<file path="config.mk">
export PLATFORM = sky130hd
export DESIGN_NAME = vend_stm_multi_flat
export DESIGN_NICKNAME = d
export VERILOG_FILES = /design/src/rtl/vend_pkg.sv /design/src/rtl/vend_stm_multi_if.sv /design/src/rtl/vend_coin_decode.sv /design/src/rtl/vend_stm_multi.sv /design/src/flat_wrapper.sv
export SDC_FILE = /design/constraint.sdc
export NUM_CORES = 1
export LEC_CHECK = 0
export ABC_AREA = 1
export BUFFER_PORTS_ARGS = -buffer_cell sky130_fd_sc_hd__buf_2
export CORE_AREA = 2 2 45 79
export CTS_BUF_LIST = sky130_fd_sc_hd__clkbuf_8
export DETAILED_ROUTE_END_ITERATION = 16
export DIE_AREA = 0 0 47 81
export GPL_TIMING_DRIVEN = 0
export PLACE_DENSITY = 0.8
export SLEW_MARGIN = 25
export SYNTH_ARGS = -nofsm -noshare
export SYNTH_HDL_FRONTEND = slang
export SYNTH_SLANG_ARGS = --single-unit
</file>
<file path="constraint.sdc">
create_clock -name CLK -period 3.6 [get_ports CLK]
set_input_delay 0.72 -clock CLK [delete_from_list [all_inputs] [get_ports CLK]]
set_output_delay 0.72 -clock CLK [all_outputs]
set_load 0.1 [all_outputs]
</file>
<file path="src/rtl/vend_pkg.sv">
// Shared types and constants for the vending controller.
package vend_pkg;

  // Top FSM state encoding
  typedef enum logic [1:0] {
    StIdle   = 2'd0,
    StCredit = 2'd1,
    StVend   = 2'd2,
    StChange = 2'd3
  } vend_state_e;

  // Coin codes on CN
  localparam logic [1:0] COIN_NONE = 2'b00;
  localparam logic [1:0] COIN_A_C  = 2'b01;
  localparam logic [1:0] COIN_B_C  = 2'b10;
  localparam logic [1:0] COIN_C_C  = 2'b11;

endpackage

</file>
<file path="src/rtl/vend_stm_multi_if.sv">
// Customer/delivery/change signal bundle for vend_stm_multi.
// RESTOCK/EMPTY exist only when VEND_STOCK_COUNT_EN is defined.
interface vend_stm_multi_if #(
  parameter int unsigned SEL_W    = 2,
  parameter int unsigned CREDIT_W = 8
`ifdef VEND_STOCK_COUNT_EN
  ,
  parameter int unsigned N_ITEMS  = 4
`endif
);
  logic                ST;
  logic [1:0]          CN;
  logic                FS;
  logic [SEL_W-1:0]    SEL;
  logic                CAN;
  logic                FD;
  logic [SEL_W-1:0]    FD_ITEM;
  logic                CHG;
  logic [CREDIT_W-1:0] CHG_AMT;
  logic                REJ;
  logic                DENY;
  logic [CREDIT_W-1:0] CREDIT;
`ifdef VEND_STOCK_COUNT_EN
  logic                RESTOCK;
  logic [N_ITEMS-1:0]  EMPTY;

  modport master (output ST, CN, FS, SEL, CAN, RESTOCK,
                  input FD, FD_ITEM, CHG, CHG_AMT, REJ, DENY, CREDIT, EMPTY);
  modport slave  (input ST, CN, FS, SEL, CAN, RESTOCK,
                  output FD, FD_ITEM, CHG, CHG_AMT, REJ, DENY, CREDIT, EMPTY);
`else
  modport master (output ST, CN, FS, SEL, CAN,
                  input FD, FD_ITEM, CHG, CHG_AMT, REJ, DENY, CREDIT);
  modport slave  (input ST, CN, FS, SEL, CAN,
                  output FD, FD_ITEM, CHG, CHG_AMT, REJ, DENY, CREDIT);
`endif
endinterface

</file>
<file path="src/rtl/vend_coin_decode.sv">
// Combinational coin-code decoder: CN -> coin value plus valid flag.
module vend_coin_decode
  import vend_pkg::*;
#(
  parameter int unsigned CREDIT_W = 8,
  parameter int unsigned COIN_A   = 5,
  parameter int unsigned COIN_B   = 10,
  parameter int unsigned COIN_C   = 25
) (
  input  logic [1:0]          i_cn,
  output logic [CREDIT_W-1:0] o_value,
  output logic                o_valid
);

  // Map each coin code to its value
  always_comb begin
    o_value = '0;
    o_valid = 1'b0;
    unique case (i_cn)
      COIN_NONE: ;
      COIN_A_C: begin o_value = CREDIT_W'(COIN_A); o_valid = 1'b1; end
      COIN_B_C: begin o_value = CREDIT_W'(COIN_B); o_valid = 1'b1; end
      COIN_C_C: begin o_value = CREDIT_W'(COIN_C); o_valid = 1'b1; end
      default: ;
    endcase
  end

endmodule

</file>
<file path="src/rtl/vend_stm_multi.sv">
// Multi-item vending controller: credit, vend, change, cancel and coin rejection.
// Optional per-item stock counting under macro VEND_STOCK_COUNT_EN.
module vend_stm_multi
  import vend_pkg::*;
#(
  parameter int unsigned                   N_ITEMS    = 4,
  parameter int unsigned                   SEL_W      = 2,
  parameter int unsigned                   CREDIT_W   = 8,
  parameter logic [N_ITEMS*CREDIT_W-1:0]   PRICES     = {8'd40, 8'd30, 8'd25, 8'd15},
  parameter int unsigned                   COIN_A     = 5,
  parameter int unsigned                   COIN_B     = 10,
  parameter int unsigned                   COIN_C     = 25,
  parameter int unsigned                   MAX_CREDIT = 100
) (
  input logic             CLK,
  input logic             RST,
  vend_stm_multi_if.slave bus
);

  vend_state_e         r_state, w_state_d;
  logic [CREDIT_W-1:0] r_credit, w_credit_d, r_chg_amt, w_chg_amt_d;
  logic [CREDIT_W-1:0] w_coin_val, w_price;
  logic [CREDIT_W:0]   w_sum;
  logic [SEL_W-1:0]    r_fd_item, w_fd_item_d;
  logic                r_fd, w_fd_d, r_chg, w_chg_d, r_rej, w_rej_d, r_deny, w_deny_d;
  logic                w_coin_vld, w_sel_ok, w_stock_ok, w_taken, w_vend_go;

  vend_coin_decode #(
    .CREDIT_W (CREDIT_W),
    .COIN_A   (COIN_A),
    .COIN_B   (COIN_B),
    .COIN_C   (COIN_C)
  ) u_coin (
    .i_cn    (bus.CN),
    .o_value (w_coin_val),
    .o_valid (w_coin_vld)
  );

  // Extra bit keeps the over-credit compare from wrapping
  assign w_sum = {1'b0, r_credit} + {1'b0, w_coin_val};

  // Price lookup; out-of-range selections are flagged invalid
  always_comb begin
    w_price  = '0;
    w_sel_ok = 1'b0;
    for (int unsigned i = 0; i < N_ITEMS; i++) begin
      if (bus.SEL == SEL_W'(i)) begin
        w_price  = PRICES[i*CREDIT_W +: CREDIT_W];
        w_sel_ok = 1'b1;
      end
    end
  end

`ifdef VEND_STOCK_COUNT_EN
  logic [3:0]         r_stock [N_ITEMS];
  logic [3:0]         w_stock_d [N_ITEMS];
  logic [N_ITEMS-1:0] r_empty;

  // Stock availability for the selected item plus next-state counters
  always_comb begin
    w_stock_ok = 1'b0;
    for (int unsigned i = 0; i < N_ITEMS; i++) begin
      w_stock_d[i] = r_stock[i];
      if (bus.SEL == SEL_W'(i)) w_stock_ok = (r_stock[i] != 4'd0);
      if (r_state == StIdle && bus.RESTOCK) begin
        w_stock_d[i] = 4'd15;
      end else if (w_vend_go && bus.SEL == SEL_W'(i)) begin
        w_stock_d[i] = r_stock[i] - 4'd1;
      end
    end
  end

  // Stock counters and registered empty flags
  always_ff @(posedge CLK) begin
    for (int unsigned i = 0; i < N_ITEMS; i++) begin
      if (RST) begin
        r_stock[i] <= 4'd15;
        r_empty[i] <= 1'b0;
      end else begin
        r_stock[i] <= w_stock_d[i];
        r_empty[i] <= (w_stock_d[i] == 4'd0);
      end
    end
  end

  assign bus.EMPTY = r_empty;
`else
  assign w_stock_ok = 1'b1;
`endif

  // Next state and next registered outputs; priority CAN > FS > coin
  always_comb begin
    w_state_d   = r_state;
    w_credit_d  = r_credit;
    w_fd_d      = 1'b0;
    w_fd_item_d = '0;
    w_chg_d     = 1'b0;
    w_chg_amt_d = '0;
    w_rej_d     = 1'b0;
    w_deny_d    = 1'b0;
    w_taken     = 1'b0;
    w_vend_go   = 1'b0;
    unique case (r_state)
      StIdle, StCredit: begin
        if (r_state == StCredit && bus.CAN) begin
          w_state_d   = StChange;
          w_chg_d     = 1'b1;
          w_chg_amt_d = r_credit;
          w_credit_d  = '0;
          w_taken     = 1'b1;
        end else if (bus.ST && bus.FS) begin
          if (r_state == StIdle || !w_sel_ok || !w_stock_ok || r_credit < w_price) begin
            w_deny_d = 1'b1;
          end else begin
            w_state_d   = StVend;
            w_credit_d  = r_credit - w_price;
            w_fd_d      = 1'b1;
            w_fd_item_d = bus.SEL;
            w_taken     = 1'b1;
            w_vend_go   = 1'b1;
          end
        end
        // A coin alongside an accepted CAN/FS is handed back
        if (w_coin_vld) begin
          if (w_taken || !bus.ST || w_sum > (CREDIT_W+1)'(MAX_CREDIT)) begin
            w_rej_d = 1'b1;
          end else begin
            w_credit_d = w_sum[CREDIT_W-1:0];
            w_state_d  = StCredit;
          end
        end
      end
      StVend: begin
        w_state_d   = StChange;
        w_chg_d     = (r_credit != '0);
        w_chg_amt_d = r_credit;
        w_credit_d  = '0;
        w_rej_d     = w_coin_vld;
      end
      StChange: begin
        w_state_d = StIdle;
        w_rej_d   = w_coin_vld;
      end
      default: w_state_d = StIdle;
    endcase
  end

  // State and output registers
  always_ff @(posedge CLK) begin
    if (RST) begin
      r_state   <= StIdle;
      r_credit  <= '0;
      r_fd      <= 1'b0;
      r_fd_item <= '0;
      r_chg     <= 1'b0;
      r_chg_amt <= '0;
      r_rej     <= 1'b0;
      r_deny    <= 1'b0;
    end else begin
      r_state   <= w_state_d;
      r_credit  <= w_credit_d;
      r_fd      <= w_fd_d;
      r_fd_item <= w_fd_item_d;
      r_chg     <= w_chg_d;
      r_chg_amt <= w_chg_amt_d;
      r_rej     <= w_rej_d;
      r_deny    <= w_deny_d;
    end
  end

  assign bus.FD      = r_fd;
  assign bus.FD_ITEM = r_fd_item;
  assign bus.CHG     = r_chg;
  assign bus.CHG_AMT = r_chg_amt;
  assign bus.REJ     = r_rej;
  assign bus.DENY    = r_deny;
  assign bus.CREDIT  = r_credit;

endmodule

</file>
<file path="src/flat_wrapper.sv">
// flat-port wrapper written by rule: the top's interface ports become plain ports
module vend_stm_multi_flat import vend_pkg::*;
#(
  parameter int unsigned                   N_ITEMS    = 4,
  parameter int unsigned                   SEL_W      = 2,
  parameter int unsigned                   CREDIT_W   = 8,
  parameter logic [N_ITEMS*CREDIT_W-1:0]   PRICES     = {8'd40, 8'd30, 8'd25, 8'd15},
  parameter int unsigned                   COIN_A     = 5,
  parameter int unsigned                   COIN_B     = 10,
  parameter int unsigned                   COIN_C     = 25,
  parameter int unsigned                   MAX_CREDIT = 100
)
  (CLK, RST, bus_ST, bus_CN, bus_FS, bus_SEL, bus_CAN, bus_FD, bus_FD_ITEM, bus_CHG, bus_CHG_AMT, bus_REJ, bus_DENY, bus_CREDIT);
  vend_stm_multi_if #(.SEL_W(SEL_W), .CREDIT_W(CREDIT_W)) bus_i ();
  input logic CLK;
  input logic RST;
  input wire logic [$bits(bus_i.ST)-1:0] bus_ST;
  input wire logic [$bits(bus_i.CN)-1:0] bus_CN;
  input wire logic [$bits(bus_i.FS)-1:0] bus_FS;
  input wire logic [$bits(bus_i.SEL)-1:0] bus_SEL;
  input wire logic [$bits(bus_i.CAN)-1:0] bus_CAN;
  output wire logic [$bits(bus_i.FD)-1:0] bus_FD;
  output wire logic [$bits(bus_i.FD_ITEM)-1:0] bus_FD_ITEM;
  output wire logic [$bits(bus_i.CHG)-1:0] bus_CHG;
  output wire logic [$bits(bus_i.CHG_AMT)-1:0] bus_CHG_AMT;
  output wire logic [$bits(bus_i.REJ)-1:0] bus_REJ;
  output wire logic [$bits(bus_i.DENY)-1:0] bus_DENY;
  output wire logic [$bits(bus_i.CREDIT)-1:0] bus_CREDIT;
  assign bus_i.ST = bus_ST;
  assign bus_i.CN = bus_CN;
  assign bus_i.FS = bus_FS;
  assign bus_i.SEL = bus_SEL;
  assign bus_i.CAN = bus_CAN;
  assign bus_FD = bus_i.FD;
  assign bus_FD_ITEM = bus_i.FD_ITEM;
  assign bus_CHG = bus_i.CHG;
  assign bus_CHG_AMT = bus_i.CHG_AMT;
  assign bus_REJ = bus_i.REJ;
  assign bus_DENY = bus_i.DENY;
  assign bus_CREDIT = bus_i.CREDIT;
  vend_stm_multi #(.N_ITEMS(N_ITEMS), .SEL_W(SEL_W), .CREDIT_W(CREDIT_W), .PRICES(PRICES), .COIN_A(COIN_A), .COIN_B(COIN_B), .COIN_C(COIN_C), .MAX_CREDIT(MAX_CREDIT)) u_core (.CLK(CLK), .RST(RST), .bus(bus_i));
endmodule
</file>
==> results of run 1 <==
worst register-to-register path, cell delays in order, from the launching register on:
cell	delay [ns]
sky130_fd_sc_hd__dfxtp_1	0.46
sky130_fd_sc_hd__inv_1	0.09
sky130_fd_sc_hd__ha_1	0.25
sky130_fd_sc_hd__fa_1	0.41
sky130_fd_sc_hd__nand3b_1	0.17
sky130_fd_sc_hd__nand2_1	0.13
sky130_fd_sc_hd__nand2_1	0.08
sky130_fd_sc_hd__nand2_2	0.10
sky130_fd_sc_hd__nand3_4	0.11
sky130_fd_sc_hd__buf_2	0.20
sky130_fd_sc_hd__o21ai_0	0.16
sky130_fd_sc_hd__nand3_1	0.09
sky130_fd_sc_hd__nand2_1	0.09
sky130_fd_sc_hd__nand2_1	0.06
sky130_fd_sc_hd__nand2_1	0.08
cell type report:
| class | count | area (um^2) | area share, % |
|---|---|---|---|
| inverter | 37 | 139 | 6.74 |
| buffer | 4 | 23.8 | 1.15 |
| tap | 45 | 56.3 | 2.73 |
| timing repair buffer | 30 | 150 | 7.29 |
| multi-input combinational | 207 | 1140 | 55.3 |
| sequential | 24 | 480 | 23.3 |
| clock buffer | 3 | 41.3 | 2.00 |
| clock inverter | 1 | 30.0 | 1.46 |
worst paths after layout:
path / depth (start not counted) / slack, ns / endpoint / start
worst max-delay path: 18 / 0.61 / u_core.bus.CREDIT[4] / bus_SEL[0]
worst min-delay path: 2 / 0.54 / u_core.bus.CHG_AMT[4] / u_core.bus.CREDIT[4]
worst max register to register: 14 / 1.08 / u_core.bus.CREDIT[4] / u_core.bus.CREDIT[0]
worst min register to register: 2 / 0.54 / u_core.bus.CHG_AMT[4] / u_core.bus.CREDIT[4]
cell families (layout without fill, tap and decap cells):
kind of cell,count (synthesis),after routing,share of synthesized area (%)
and+or+nand+nor,164,164,41.8
buffers and inverters,41,75,9.12
DFF,24,24,26.9
AOI/OAI and AO/OA,21,21,6.67
adders and majority gates,18,18,13.5
xor gates and xnor gates,4,4,1.97
flip-flops by register name (all words and copies together) (netlist names):
name / count
u_core.bus.DENY: 1
u_core.bus.CHG_AMT: 8
u_core.bus.FD: 1
u_core.bus.FD_ITEM: 2
u_core.bus.CREDIT: 8
u_core.bus.CHG: 1
u_core.r_state: 2
u_core.bus.REJ: 1
through the flow:
| stage | worst slack (ns) | utilization, % | std cells | hold slack [ns] | power [mW] |
|---|---|---|---|---|---|
| 2_1_floorplan | 0.662 | - | 272 | 0.520 | 0.543 |
| 3_3_place_gp | 0.335 | 61.7 | 347 | 0.513 | 0.597 |
| 3_5_place_dp | 0.321 | 61.7 | 347 | 0.513 | 0.601 |
| 4_1_cts | 0.601 | 63.9 | 351 | 0.529 | 0.838 |
| 5_1_grt | 0.357 | 63.9 | 351 | 0.574 | 0.884 |
| 6_report | 0.609 | 63.9 | 351 | 0.537 | 0.839 |
cell usage after synthesis:
| library cell | number | area share (%) |
|---|---|---|
| sky130_fd_sc_hd__or2_1 | 2 | 0.70 |
| sky130_fd_sc_hd__nor2_4 | 2 | 1.3 |
| sky130_fd_sc_hd__nand2_2 | 4 | 1.4 |
| sky130_fd_sc_hd__and2_4 | 1 | 0.49 |
| sky130_fd_sc_hd__ha_1 | 16 | 11 |
| sky130_fd_sc_hd__dfxtp_1 | 24 | 27 |
| sky130_fd_sc_hd__inv_1 | 36 | 7.6 |
| sky130_fd_sc_hd__nor4_1 | 1 | 0.35 |
| sky130_fd_sc_hd__a21oi_1 | 5 | 1.4 |
| sky130_fd_sc_hd__buf_6 | 1 | 0.63 |
| sky130_fd_sc_hd__nand3_1 | 27 | 7.6 |
| sky130_fd_sc_hd__o21ai_0 | 11 | 3.1 |
| sky130_fd_sc_hd__nor2_1 | 33 | 6.9 |
| sky130_fd_sc_hd__or2_2 | 1 | 0.35 |
| sky130_fd_sc_hd__nand2_1 | 82 | 17 |
| sky130_fd_sc_hd__nand3_2 | 2 | 1.1 |
| sky130_fd_sc_hd__inv_2 | 1 | 0.21 |
| sky130_fd_sc_hd__buf_2 | 1 | 0.28 |
| sky130_fd_sc_hd__nand4_1 | 2 | 0.70 |
| sky130_fd_sc_hd__a21oi_2 | 2 | 0.98 |
| sky130_fd_sc_hd__a31oi_1 | 1 | 0.35 |
| sky130_fd_sc_hd__nand3_4 | 2 | 2.0 |
| sky130_fd_sc_hd__o21a_1 | 1 | 0.42 |
| sky130_fd_sc_hd__nor3_1 | 3 | 0.84 |
| sky130_fd_sc_hd__nand3b_1 | 2 | 0.84 |
| sky130_fd_sc_hd__clkbuf_1 | 2 | 0.42 |
| sky130_fd_sc_hd__o211ai_1 | 1 | 0.42 |
| sky130_fd_sc_hd__xnor2_1 | 3 | 1.5 |
| sky130_fd_sc_hd__fa_1 | 2 | 2.2 |
| sky130_fd_sc_hd__xor2_1 | 1 | 0.49 |
power breakdown:
part / switching (mW) / internal (mW) / total (mW)
Sequential: 0.0207 / 0.280 / 0.301
Combinational: 0.212 / 0.0831 / 0.295
Clock: 0.0943 / 0.149 / 0.243
metal layers:
layer	up-vias	GRT usage, %
met2	38	44.7
met5	-	0
met4	0	10.3
li1	924	-
met1	769	26.4
met3	13	2.44
==> metrics.log, run 1 <==
[metrics] Post-Syn Instances: 272
[metrics] total power per unit cell area: 407 nW/um^2
[metrics] hold_buf cts: 0
[metrics] detailed route wirelength on metal3: 125 um
[metrics] placed cell area: 1990 um^2
[metrics] number of design rule violations left after detail routing: 0
[metrics] detailed-route wire length: 4.05 mm
[metrics] initial standard-cell utilization of the core: 55.3%
[metrics] post-detailed-route wirelength per cell: 11.5 um
[metrics] Final setup viols: 0
[metrics] Antenna Diode Count: 0
[metrics] standard-cell row count: 28
[metrics] Detailed Place HPWL: 3.33 mm
[metrics] Slew Limit Headroom: 61.9%
[metrics] number of nets in the layout: 334
[metrics] classification of the worst setup path: input pin to flip-flop
[metrics] post-cts gate resize count: 0
[metrics] synth unique cells: 30
[metrics] routability cong.: 0.840
[metrics] clk buf depth: 2
[metrics] number of filler instances in the final layout: 344
[metrics] number of antenna-violating nets in the routed design: 0
[metrics] largest stage delay on the critical path: 0.41 ns
[metrics] final design area excluding fillers: 2060 um^2
[metrics] setup repair after global routing missed its margin: false
[metrics] GRT Overall Usage: about a quarter
[metrics] maximum fanout count along the critical path: 10
[metrics] core area: 3220 um^2
[metrics] Worst path most repeated cell: sky130_fd_sc_hd__nand2_1
[metrics] startpoint type of the worst setup path: input pin
[metrics] Post-Syn Area: between 1500 and 2000 um^2
[metrics] starting DRC count in detailed routing: 31
[metrics] relative area change from synthesis to final layout: 15.6%
[metrics] worst-case vdd ir drop: 0.000259 V
[metrics] most frequent cells in the layout: 82 x sky130_fd_sc_hd__nand2_1, 36 x sky130_fd_sc_hd__inv_1, 33 x sky130_fd_sc_hd__nor2_1, 31 x sky130_fd_sc_hd__buf_2, 27 x sky130_fd_sc_hd__nand3_1
[metrics] worst hold path type: flip-flop to flip-flop
[metrics] most common cell after layout, fill and taps aside: sky130_fd_sc_hd__nand2_1
[metrics] antenna violations before repair: 0
[metrics] clock-pin slew reported for the worst setup and hold paths after clock tree synthesis: 0.09 ns
[metrics] vias after detailed routing: 1744
[metrics] Slew Viols, Final: 0
[metrics] TritonCTS clock tree: yes
[metrics] uppermost layer routed: met4
[metrics] synthesized netlist net count: 299
[metrics] maximum number of pins on one net before global-route repair: 15
[metrics] via density per instance: between 4 and 5
[metrics] Hold Violations, Final: 0
[metrics] final clock period utilization by the worst path: just over 80%
[metrics] Sinks on Clock Net: 24
[metrics] setup TNS: 0 ns
[metrics] overflow left after global routing: 0
[metrics] crit end category: flip-flop
[metrics] maximum clock frequency: between 0.3 and 0.4 GHz
[metrics] Leakage Power: 1.14 nW
[metrics] actual slew at the worst max-slew pin: 0.569 ns
[metrics] required arrival time at the worst endpoint: 3.83 ns
[metrics] synthesis-stage register bit count: 24
[metrics] cell with the biggest individual delay on the critical path: sky130_fd_sc_hd__fa_1
[metrics] kind of cell adding the most delay to the critical path: simple AND/OR/NAND/NOR gates
[metrics] run status: finished, final reports clean
[metrics] total met2 wirelength after detailed routing: 2.22 mm
[metrics] chip width: 47 um
[metrics] worst-case clock skew: around 0.0066 ns
[metrics] synthesis warning total: 0
[metrics] clock network latency to the later pin of the worst-skew pair: 0.28 ns
[metrics] fraction of the yosys area taken by sequential cells: 26.9%
[metrics] setup fix buffers added after clock tree synthesis: 0
[metrics] die outline height: between 80 and 90 um
[metrics] cells traversed along the worst timing path: buf_2 > inv_1 > ha_1 > nor2_1 > nor3_1 > ha_1 > fa_1 > nand3b_1 > nand2_1 > nand2_1 > nand2_2 > nand3_4 > buf_2 > o21ai_0 > nand3_1 > nand2_1 > nand2_1 > nand2_1
[metrics] worst path arrival time: approximately 3.2 ns
[metrics] count of max-cap constraint violations: 0
[metrics] fraction of layout instances using a drive strength above 1: 16.7%
[metrics] floorplan die area: around 3800 um^2
[metrics] H-Tree Depth: 1
[metrics] total I/O pin count: 31
[metrics] Buf/Inv on CP: 3
[metrics] length of the first detailed-routing pass in iterations: 4
[metrics] Routed met1 length: around 1.6 mm
[metrics] vias in the first global route: approximately 1600
[metrics] synthesized area per cell: 6.56 um^2
[metrics] final critical-path required period: ~3 ns
[metrics] port buffer count: 30
[metrics] global-route wire length before repair: 6.85 mm
[metrics] clock root buffer master: sky130_fd_sc_hd__clkbuf_8
[metrics] CTS Buf Count: 3
(Power assumes the default switching activity.)
==> run 2: changes to the inputs <==
--- a/config.mk
+++ b/config.mk
@@ -7,12 +7,12 @@
 export LEC_CHECK = 0
 export ABC_AREA = 1
 export BUFFER_PORTS_ARGS = -buffer_cell sky130_fd_sc_hd__buf_2
-export CORE_AREA = 2 2 45 79
+export CORE_AREA = 2 2 48 83
 export CTS_BUF_LIST = sky130_fd_sc_hd__clkbuf_8
 export DETAILED_ROUTE_END_ITERATION = 16
-export DIE_AREA = 0 0 47 81
+export DIE_AREA = 0 0 50 85
 export GPL_TIMING_DRIVEN = 0
-export PLACE_DENSITY = 0.8
+export PLACE_DENSITY = 0.75
 export SLEW_MARGIN = 25
 export SYNTH_ARGS = -nofsm -noshare
 export SYNTH_HDL_FRONTEND = slang
==> constraint.sdc (replaced) <==
create_clock -name CLK -period 2.75 [get_ports CLK]
set_input_delay 0.55 -clock CLK [delete_from_list [all_inputs] [get_ports CLK]]
set_output_delay 0.55 -clock CLK [all_outputs]
set_load 0.1 [all_outputs]
==> run 2 against run 1 <==
  * Sequential share of layout area decreased by 0.81 points
  * Critical path depth rose by 1
  * Global-route usage down 2.9 points
  * Register-to-register slack got worse by 0.72 ns
  * Non-clock buffer count increased by 6
  * Sequential power is 31% higher
  * First-iteration DRC count rose by 71%
  * Hold slack got worse by 0.033 ns
  * Clock skew about the same
  * Routed wire length increased by 5.6%
  * Critical path type unchanged
  * Critical endpoint is now u_core.bus.CREDIT[3]
  * Largest cell class unchanged
  * Largest power group is now combinational logic
==> metrics.log, run 2 (synthesis gave the netlist of run 1 again) <==
[metrics] Worst path most repeated cell: sky130_fd_sc_hd__nand2_1
[metrics] total met2 wirelength after detailed routing: 2.30 mm
[metrics] largest stage delay on the critical path: 0.35 ns
[metrics] initial standard-cell utilization of the core: 49.6%
[metrics] Buf/Inv on CP: 2
[metrics] final core area utilization: between 50% and 60%
[metrics] cell with the biggest individual delay on the critical path: sky130_fd_sc_hd__fa_2
[metrics] WP depth: 19
[metrics] net load switching power: 0.432 mW
[metrics] total I/O pin count: 31
[metrics] placed cell area: 1990 um^2
[metrics] clk buf depth: 2
[metrics] maximum fanout count along the critical path: 6
[metrics] global-route wire length before repair: between 7 and 8 mm
[metrics] uppermost layer routed: met4
[metrics] TritonCTS clock tree: yes
[metrics] cells traversed along the worst timing path: clkbuf_4 > inv_2 > ha_1 > nor2_1 > nor3_1 > ha_2 > fa_2 > nand3b_1 > nand2_2 > nand2_1 > nand2_2 > nand3_4 > nand2_4 > nor2_4 > nand3_2 > nand3_1 > nand2_1 > nand2_1 > nand2_1
[metrics] maximum clock frequency: 0.382 GHz
[metrics] via density per instance: 5.08
[metrics] final clock period utilization by the worst path: between 90% and 100%
[metrics] vias in the first global route: 1661
[metrics] Routed met1 length: roughly 1.7 mm
[metrics] floorplan die area: 4250 um^2
[metrics] overflow left after global routing: 0
[metrics] required arrival time at the worst endpoint: 2.96 ns
[metrics] final design area excluding fillers: 2150 um^2
[metrics] H-Tree Depth: 1
[metrics] length of the first detailed-routing pass in iterations: 7
[metrics] worst-case vdd ir drop: 0.000357 V
[metrics] post-detailed-route wirelength per cell: roughly 12 um
[metrics] R2R Path End: u_core.bus.CREDIT[4]
[metrics] Antenna Diode Count: 0
[metrics] Worst Hold Launch: u_core.bus.CREDIT[0]
[metrics] part of the power in combinational logic: 36.8%
[metrics] WHS: 0.503 ns
[metrics] clock root buffer master: sky130_fd_sc_hd__clkbuf_8
[metrics] maximum number of pins on one net before global-route repair: 15
[metrics] detailed route wirelength on metal3: 155 um
[metrics] Sinks on Clock Net: 24
[metrics] Leakage Power: roughly 1.2 nW
[metrics] startpoint type of the worst setup path: input pin
[metrics] number of design rule violations left after detail routing: 0
[metrics] number of antenna-violating nets in the routed design: 0
[metrics] worst hold path type: flip-flop to flip-flop
[metrics] clock network latency to the later pin of the worst-skew pair: 0.27 ns
[metrics] relative area change from synthesis to final layout: 20.4%
[metrics] total power per unit cell area: 521 nW/um^2
[metrics] Detailed Place HPWL: 3.38 mm
[metrics] clock network power share: ~28%
[metrics] die outline height: 85 um
[metrics] GRT Overall Usage: 21.4%
[metrics] core area: around 3600 um^2
[metrics] kind of cell adding the most delay to the critical path: simple AND/OR/NAND/NOR gates
[metrics] most common cell after layout, fill and taps aside: sky130_fd_sc_hd__nand2_1
[metrics] number of nets in the layout: 341
[metrics] antenna violations before repair: 0
[metrics] Slew Limit Headroom: 59.1%
[metrics] starting DRC count in detailed routing: 53
[metrics] worst-case clock skew: 0.00642 ns
[metrics] crit end category: flip-flop
[metrics] port buffer count: 30
[metrics] clock-pin slew reported for the worst setup and hold paths after clock tree synthesis: 0.08 ns
[metrics] routability cong.: 0.816
[metrics] most frequent cells in the layout: 81 x sky130_fd_sc_hd__nand2_1, 35 x sky130_fd_sc_hd__inv_1, 31 x sky130_fd_sc_hd__nor2_1, 29 x sky130_fd_sc_hd__buf_2, 27 x sky130_fd_sc_hd__nand3_1
[metrics] Hold Violations, Final: 0
[metrics] reg-to-reg slack, setup: 0.36 ns
[metrics] run status: finished, final reports clean
[metrics] classification of the worst setup path: input pin to flip-flop
[metrics] setup TNS: 0 ns
[metrics] vias after detailed routing: 1824
[metrics] hold_buf cts: 0
[metrics] detailed-route wire length: 4.28 mm
[metrics] count of max-cap constraint violations: 0
[metrics] actual slew at the worst max-slew pin: 0.611 ns
[metrics] switching power as a share of total power: between 30% and 40%
[metrics] Internal: 0.686 mW
[metrics] Worst Reg-to-Reg Cells: 17
[metrics] fraction of layout instances using a drive strength above 1: about a fifth
[metrics] chip width: roughly 50 um
[metrics] standard-cell row count: 29
[metrics] worst path arrival time: 2.83 ns
[metrics] Final setup viols: 0
[metrics] CTS Buf Count: 3
[metrics] cell depth of the worst hold path: 2
[metrics] final critical-path required period: 2.62 ns
[metrics] R2R Path Start: u_core.bus.CREDIT[0]
[metrics] Slew Viols, Final: 0
[metrics] hold path endpoint: u_core.bus.CREDIT[0]
[metrics] sequential share of power: 35.3%
## run 2: power by group through the flow
stage          sequential [mW]  clock [mW]  combinational, mW
6_report                 0.394       0.313              0.411
3_5_place_dp             0.402           0              0.387
5_1_grt                  0.397       0.332              0.453
4_1_cts                  0.394       0.317              0.390
3_3_place_gp             0.402           0              0.382
2_1_floorplan            0.502           0              0.209
## run 2: metrics by stage
stage	total power [mW]	cells	setup WS (ns)
global placement	0.783	348	-0.367
floorplan	0.711	272	0.0814
finish	1.12	359	0.133
CTS	1.10	352	0.0268
detailed placement	0.789	348	-0.394
global route	1.18	359	-0.0206
## run 2: worst reg2reg max path: cells and delay by family (launching register included)
family,cells,cell delay [ns]
adders and majority gates,2,0.60
buffers and inverters,3,0.30
DFF,1,0.39
and+or+nand+nor,12,1.01
## run 2: final cells by class
cell class / count / area, um^2
Buffer: 4 / 30.0
Clock buffer: 3 / 41.3
Clock inverter: 1 / 30.0
Fill cell: 361 / 1450
Inverter: 37 / 139
Multi-Input combinational cell: 208 / 1170
Sequential cell: 24 / 483
Tap cell: 46 / 57.6
Timing Repair Buffer: 36 / 198
## run 2: what timing repair did
action / 4_1_cts / 5_1_grt
pin swaps: 0 / 6
buffers inserted: 0 / 6
endpoints found under the setup margin: 9 / 9
gates resized for setup: 4 / 8
gates cloned: 0 / 1
## run 2: how the worst max path moves through the flow
stage | end | start | slack, ns
global route | u_core.bus.CREDIT[5] | bus_SEL[0] | -0.02
global placement | u_core.bus.CREDIT[2] | bus_SEL[0] | -0.37
CTS | u_core.bus.CREDIT[2] | bus_SEL[0] | 0.03
detailed placement | u_core.bus.CREDIT[2] | bus_SEL[0] | -0.39
finish | u_core.bus.CREDIT[3] | bus_SEL[0] | 0.13
floorplan | u_core.bus.CREDIT[1] | u_core.bus.CREDIT[2] | 0.08
## run 2: layer usage
metal | vias to the layer above | GRT usage (%)
met5 | - | 0
met4 | 0 | 11.1
met3 | 13 | 2.46
met2 | 40 | 39.4
met1 | 827 | 23.1
li1 | 944 | -
